**config.mk**
```make
export PLATFORM = sky130hd
export DESIGN_NAME = lcd_event_scheduler
export DESIGN_NICKNAME = d
export VERILOG_FILES = /design/src/rtl/lcd_evt_pkg.sv /design/src/rtl/lcd_evt_fifo.sv /design/src/rtl/lcd_event_scheduler.sv
export SDC_FILE = /design/constraint.sdc
export NUM_CORES = 1
export LEC_CHECK = 0
export ABC_AREA = 1
export BUFFER_PORTS_ARGS = -buffer_cell sky130_fd_sc_hd__buf_2
export CAP_MARGIN = 20
export CORE_MARGIN = 4
export CORE_UTILIZATION = 64
export CTS_BUF_LIST = sky130_fd_sc_hd__clkbuf_4 sky130_fd_sc_hd__clkbuf_8 sky130_fd_sc_hd__clkbuf_16
export CTS_CLUSTER_SIZE = 40
export DETAILED_ROUTE_END_ITERATION = 6
export PLACE_DENSITY_LB_ADDON = 0.15
export SLEW_MARGIN = 20
export SYNTH_ARGS = -nofsm -noshare
export SYNTH_HDL_FRONTEND = slang
export SYNTH_SLANG_ARGS = --single-unit
```
**constraint.sdc**
```tcl
create_clock -name clk -period 4 [get_ports clk]
set_input_delay 0.8 -clock clk [delete_from_list [all_inputs] [get_ports clk]]
set_output_delay 0.8 -clock clk [all_outputs]
set_load 0.01 [all_outputs]
```
**src/rtl/lcd_evt_pkg.sv**
```systemverilog
// Shared opcodes, FSM states and queue entry layout for the LCD event scheduler.
package lcd_evt_pkg;

  localparam int unsigned OP_W    = 2;
  localparam int unsigned DATA_W  = 8;
  localparam int unsigned ENTRY_W = OP_W + DATA_W;

  localparam logic [OP_W-1:0] OP_CHAR_R1  = 2'd0;
  localparam logic [OP_W-1:0] OP_CHAR_R2  = 2'd1;
  localparam logic [OP_W-1:0] OP_TRANSFER = 2'd2;
  localparam logic [OP_W-1:0] OP_CLEAR    = 2'd3;

  typedef enum logic [1:0] {
    ST_IDLE   = 2'd0,
    ST_ASSERT = 2'd1,
    ST_GAP    = 2'd2
  } state_t;

  // Queue entry {op, data}
  typedef struct packed {
    logic [OP_W-1:0]   op;
    logic [DATA_W-1:0] data;
  } entry_t;

  function automatic int unsigned max_u(input int unsigned x, input int unsigned y);
    return (x > y) ? x : y;
  endfunction

endpackage

```
**src/rtl/lcd_evt_fifo.sv**
```systemverilog
// Synchronous event FIFO with push/pop/flush; flush with push leaves only the pushed entry.
module lcd_evt_fifo
  import lcd_evt_pkg::*;
#(
  parameter int unsigned DEPTH = 8
) (
  input  logic                   clk,
  input  logic                   rst,
  input  logic                   push,
  input  logic                   pop,
  input  logic                   flush,
  input  entry_t                 wr_data,
  output entry_t                 rd_data,
  output logic                   full,
  output logic                   empty,
  output logic [$clog2(DEPTH):0] count
);

  localparam int unsigned AW = $clog2(DEPTH);
  localparam int unsigned CW = AW + 1;

  entry_t        mem [DEPTH];
  logic [AW-1:0] wr_ptr;
  logic [AW-1:0] rd_ptr;
  logic [CW-1:0] count_q;

  assign full    = (count_q == CW'(DEPTH));
  assign empty   = (count_q == '0);
  assign count   = count_q;
  assign rd_data = mem[rd_ptr];

  // Pointer and occupancy tracking
  always_ff @(posedge clk or posedge rst) begin
    if (rst) begin
      wr_ptr  <= '0;
      rd_ptr  <= '0;
      count_q <= '0;
    end else if (flush) begin
      rd_ptr <= wr_ptr;
      if (push) begin
        wr_ptr  <= wr_ptr + AW'(1);
        count_q <= CW'(1);
      end else begin
        count_q <= '0;
      end
    end else begin
      if (push) wr_ptr <= wr_ptr + AW'(1);
      if (pop)  rd_ptr <= rd_ptr + AW'(1);
      case ({push, pop})
        2'b10:   count_q <= count_q + CW'(1);
        2'b01:   count_q <= count_q - CW'(1);
        default: count_q <= count_q;
      endcase
    end
  end

  // Entry storage
  always_ff @(posedge clk) begin
    if (push) mem[wr_ptr] <= wr_data;
  end

endmodule

```
**src/rtl/lcd_event_scheduler.sv**
```systemverilog
// Round-robin merge of two display-event requesters into a queued, paced strobe stream
// for the LCD controller. Optional build macro CLEAR_FLUSH_EN: an accepted CLEAR discards
// everything still queued and becomes the only pending entry.
module lcd_event_scheduler
  import lcd_evt_pkg::*;
#(
  parameter int unsigned FIFO_DEPTH  = 8,
  parameter int unsigned HOLD_CYCLES = 4,
  parameter int unsigned GAP_CYCLES  = 4
) (
  input  logic                        clk,
  input  logic                        rst,
  input  logic                        a_valid,
  input  logic [OP_W-1:0]             a_op,
  input  logic [DATA_W-1:0]           a_data,
  output logic                        a_ready,
  input  logic                        b_valid,
  input  logic [OP_W-1:0]             b_op,
  input  logic [DATA_W-1:0]           b_data,
  output logic                        b_ready,
  output logic [DATA_W-1:0]           char_in,
  output logic                        char_valid,
  output logic                        char_to_row2,
  output logic                        transfer_to_row1,
  output logic [DATA_W-1:0]           transfer_char,
  output logic                        clear,
  output logic                        busy,
  output logic [$clog2(FIFO_DEPTH):0] fifo_count
);

  localparam int unsigned CNT_W = $clog2(max_u(HOLD_CYCLES, GAP_CYCLES)) + 1;

  logic       rr_b;
  logic       grant_a, grant_b, push_a, push_b, push, pop, flush;
  logic       fifo_full, fifo_empty;
  entry_t     push_entry, fifo_rd;

  state_t              state_q, state_n;
  logic [CNT_W-1:0]    cnt_q, cnt_n;
  logic [OP_W-1:0]     cur_op_q, cur_op_n;
  logic                char_valid_n, transfer_n, clear_n, char_row2_n;
  logic [DATA_W-1:0]   char_in_n, xfer_char_n;

  // Round-robin grant: rr side wins a tie, a lone requester always wins
  always_comb begin
    grant_a = a_valid & (~b_valid | ~rr_b);
    grant_b = b_valid & (~a_valid |  rr_b);
  end

  assign a_ready = grant_a & ~fifo_full & ~rst;
  assign b_ready = grant_b & ~fifo_full & ~rst;
  assign push_a  = a_valid & a_ready;
  assign push_b  = b_valid & b_ready;
  assign push    = push_a | push_b;

  // Select the payload of the granted side
  always_comb begin
    push_entry = '{op: b_op, data: b_data};
    if (push_a) push_entry = '{op: a_op, data: a_data};
  end

`ifdef CLEAR_FLUSH_EN
  assign flush = push & (push_entry.op == OP_CLEAR);
`else
  assign flush = 1'b0;
`endif

  // Priority flips to the other side after every accepted push
  always_ff @(posedge clk or posedge rst) begin
    if (rst)         rr_b <= 1'b0;
    else if (push_a) rr_b <= 1'b1;
    else if (push_b) rr_b <= 1'b0;
  end

  lcd_evt_fifo #(.DEPTH(FIFO_DEPTH)) u_fifo (
    .clk     (clk),
    .rst     (rst),
    .push    (push),
    .pop     (pop),
    .flush   (flush),
    .wr_data (push_entry),
    .rd_data (fifo_rd),
    .full    (fifo_full),
    .empty   (fifo_empty),
    .count   (fifo_count)
  );

  assign busy = (state_q != ST_IDLE) | ~fifo_empty;

  // State, hold/gap counter and current opcode registers
  always_ff @(posedge clk or posedge rst) begin
    if (rst) begin
      state_q  <= ST_IDLE;
      cnt_q    <= '0;
      cur_op_q <= OP_CHAR_R1;
    end else begin
      state_q  <= state_n;
      cnt_q    <= cnt_n;
      cur_op_q <= cur_op_n;
    end
  end

  // Next state, pop decision and next strobe/payload values
  always_comb begin
    state_n      = state_q;
    cnt_n        = cnt_q;
    cur_op_n     = cur_op_q;
    pop          = 1'b0;
    char_valid_n = 1'b0;
    transfer_n   = 1'b0;
    clear_n      = 1'b0;
    char_in_n    = char_in;
    char_row2_n  = char_to_row2;
    xfer_char_n  = transfer_char;

    case (state_q)
      ST_IDLE: begin
        if (!fifo_empty) begin
          pop     = 1'b1;
          state_n = ST_ASSERT;
          cnt_n   = CNT_W'(HOLD_CYCLES - 1);
        end
      end
      ST_ASSERT: begin
        if (cnt_q == '0) begin
          state_n = ST_GAP;
          cnt_n   = CNT_W'(GAP_CYCLES - 1);
        end else begin
          cnt_n = cnt_q - CNT_W'(1);
        end
      end
      ST_GAP: begin
        if (cnt_q == '0) state_n = ST_IDLE;
        else             cnt_n   = cnt_q - CNT_W'(1);
      end
      default: state_n = ST_IDLE;
    endcase

    if (pop) begin
      cur_op_n = fifo_rd.op;
      case (fifo_rd.op)
        OP_CHAR_R1, OP_CHAR_R2: begin
          char_in_n   = fifo_rd.data;
          char_row2_n = (fifo_rd.op == OP_CHAR_R2);
        end
        OP_TRANSFER: xfer_char_n = fifo_rd.data;
        default: ;
      endcase
    end

    if (state_n == ST_ASSERT) begin
      case (cur_op_n)
        OP_CHAR_R1, OP_CHAR_R2: char_valid_n = 1'b1;
        OP_TRANSFER:            transfer_n   = 1'b1;
        default:                clear_n      = 1'b1;
      endcase
    end
  end

  // Registered strobes and held payloads toward the LCD controller
  always_ff @(posedge clk or posedge rst) begin
    if (rst) begin
      char_valid       <= 1'b0;
      transfer_to_row1 <= 1'b0;
      clear            <= 1'b0;
      char_in          <= '0;
      char_to_row2     <= 1'b0;
      transfer_char    <= '0;
    end else begin
      char_valid       <= char_valid_n;
      transfer_to_row1 <= transfer_n;
      clear            <= clear_n;
      char_in          <= char_in_n;
      char_to_row2     <= char_row2_n;
      transfer_char    <= xfer_char_n;
    end
  end

endmodule

```
==> impl_metrics.yaml <==
sta:
  post-route-period-util_pct: 68.9
  max_freq_mhz: 363
  setup_viol: 0
  fin_crit_ps: 2760
  worst_pin_slew_ps: 1050
  fin_tns_setup_ps: 0
  finalHoldViolations: 0
  finalClockSkew_ps: 8.80
  rsz0062_at_grt: "no"
  drv_slew: 0
  relSlewSlack_pct: 29.9
global_route:
  grt_pass1_vias: 3918
  track_usage_pct: 25.0
  overflow: 0
  grt_pass1_wl_mm: 19.1
  grt_antenna_before_repair: 0
  grt_max_degree: 43
synth:
  post-synth-top-area-fraction_pct: 44.0
  ys_seq_area_share_pct: 61.5
  yosys_warnings: 0
  synth.distinct_cells: 35
  synth-edff-count: 80
  synth_area_per_cell_um2: 10.1
  synth.area.top_cells: "edfxtp_1 44%, dfrtp_1 17%, nand2_1 11%"
  syn_area_um2: 5460
  yosysTopAreaCell: "edfxtp_1"
  synth_seq_cells: 118
  synthCells: 541
  synthTopCellsByCount: "160 x nand2_1, 83 x nor2_1, 80 x edfxtp_1"
  async_flop_share_pct: 32.2
  yosysMostFrequentCell: "nand2_1"
  synthFlopType: "edfxtp_1"
  synth_fp_nets: 576
floorplan:
  start_util_pct: 66.1
  die-width_um: 100
  die_area_um2: 10100
  core_area_um2: 8260
  std_cell_rows: 33
  ioPinCount: 51
  die_h_um: 100
clock_tree:
  post_cts_buffers: 0
  holdBufCountCts: 0
  clock_latency_ps: 510
  post_cts_resize_count: 0
  clkSinkCount: 118
  cts_buffers: 17
  cts_tree: "yes"
  cts.clk_slew.worst_paths_ps: 50
  htreeDepth: 4
  clk_path_buf_depth: 2
  cts-root-buf: "clkbuf_8"
run_status:
  outcome: "finished, final reports clean"
drt:
  dr_total_vias: 3885
  drt_iter0_markers: 261
  wl_per_cell_um: 16.0
  detail-route-antenna-nets: 0
  drt-total-wl_mm: 11.4
  firstDrtPassIters: 5
  drc_errors: 0
  vias_per_cell: 5.43
power_and_ir_drop:
  intPower_mw: 3.16
  p_comb_share_pct: 40.6
  power.share.switching_pct: 41.0
  pwr-share-clk_pct: 25.2
  seqPwrFrac_pct: 34.2
  p_switching_mw: 2.20
  power.static_leakage_nw: 2.86
  fin_total_pwr_mw: 5.36
  max-vdd-ir-drop_mv: 0.586
  power-per-cell-area_nw_per_um2: 854
setup_path:
  crit_end: "a_ready"
  cp-end-kind: "primary output"
  required_ps: 3200
  critical_path_peak_fanout: 13
  r2r_slack_ps: 1490
  r2r_end: "u_fifo.mem[6][7]"
  path_depth: 5
  crit_path_start_kind: "register"
  timing_worst_setup_path_type: "reg2out"
  critical_path.cell_chain: "nor2_2 > nand3_2 > nand3b_2 > inv_1 > buf_2"
  slowest_stage: "dfrtp_1"
  max_stage_delay_ps: 450
  r2r-start: "u_fifo.count[1]"
  cp_top_family: "simple AND/OR/NAND/NOR gates"
  cp_num_buf_inv: 2
  critPathLaunch: "u_fifo.count[0]"
  rr_worst_depth: 7
  crit_arrival_ps: 1960
final_layout:
  num-fill-cells: 545
  syn2layout_area_growth_pct: 15.2
  drive_gt1_share_pct: 20.5
  nets: 633
  antenna_cells: 0
placement:
  portBuffers: 50
  gp_congestion: 0.810
  dp_hpwl_mm: 7.29
flow_run:
  cap_violations: 0
worst_hold_path:
  hold_class: "in2async"
-- layout make-up --
class / instances / area [um2] / share of cell area, %
clock buffer: 19 / 429 / 6.83
inverter: 43 / 164 / 2.61
multi-input combinational: 363 / 1810 / 28.8
timing repair buffer: 55 / 288 / 4.58
sequential: 118 / 3350 / 53.4
clock inverter: 13 / 109 / 1.73
tap: 105 / 131 / 2.09
-- power by group through the flow --
stage          Sequential [mW]  Combinational (mW)  Clock, mW
2_1_floorplan             1.83                1.67          0
5_1_grt                   1.86                2.48       1.43
3_3_place_gp              1.84                2.07          0
4_1_cts                   1.83                2.19       1.37
3_5_place_dp              1.85                2.14          0
6_report                  1.83                2.18       1.35
-- worst min path at each step --
stage | slack, ps | startpoint | to | cells after the start
floorplan | 460 | cur_op_q[0] | cur_op_q[0] | 2
global placement | 460 | transfer_char[7] | transfer_char[7] | 2
detailed placement | 460 | char_in[0] | char_in[0] | 2
CTS | 460 | rst | rr_b | 3
global route | 480 | rst | rr_b | 3
finish | 450 | rst | rr_b | 3
-- layer usage --
| layer | vias to the layer above | part of all wire (%) | global-route usage [%] |
|---|---|---|---|
| met1 | 1848 | 43 | 31.1 |
| met2 | 123 | 49 | 41.4 |
| met3 | 28 | 5.8 | 6.88 |
| met4 | 0 | 2.8 | 10.4 |
| met5 | - | 0 | 0 |
| li1 | 1886 | - | - |
-- kinds of logic (layout without fill, tap and decap cells) --
kind of cell	after synthesis	count (layout)	synth area share (%)
compound gates	46	46	4.59
xor+xnor	6	6	0.963
flops	118	118	61.5
buf+inv	60	130	5.37
fa+ha+maj	11	11	2.52
simple gates	300	300	25.1
-- placed cells by master (no fill, tap or decap), types with 3 or more instances in the layout --
cell	count
o21ai_1	17
dfrtp_1	38
nand4_1	4
nand3_1	16
clkbuf_16	16
nand2_4	5
buf_2	50
clkinv_2	4
ha_1	11
inv_1	39
nand3_2	12
edfxtp_1	80
buf_4	5
nand2_2	10
inv_2	3
nor2_1	83
nand2_1	160
clkinvlp_4	5
o21ai_0	21
xor2_1	5
-- worst reg2reg max path: stages (launching register included) --
cell      delay (ps)
dfrtp_1          460
nor2_2           100
nand3_2          100
nand3b_2         220
nand2_2          180
inv_2             70
or2_1            270
nor2_1           730
-- through the flow --
step / std cells / util, % / instance area [um2] / setup WS, ps / hold slack [ps]
6_report: 716 / 76.1 / 6280 / 1240 / 451
5_1_grt: 716 / 76.1 / 6280 / 1060 / 485
4_1_cts: 716 / 76.1 / 6280 / 1210 / 464
3_5_place_dp: 684 / 69.6 / 5750 / 1030 / 461
3_3_place_gp: 684 / 69.6 / 5750 / 1100 / 458
2_1_floorplan: 541 / - / 5460 / 850 / 460
-- registers in the layout, summed over array words and instances (netlist names) --
signal and flops:
u_fifo.wr_ptr 3, cur_op_q 2, clear 1, u_fifo.rd_ptr 3, u_fifo.count 4, char_to_row2 1, cnt_q 3, char_in 8
transfer_to_row1 1, state_q 2, rr_b 1, u_fifo.mem 80, transfer_char 8, char_valid 1
Power figures use the tool's default switching activity.
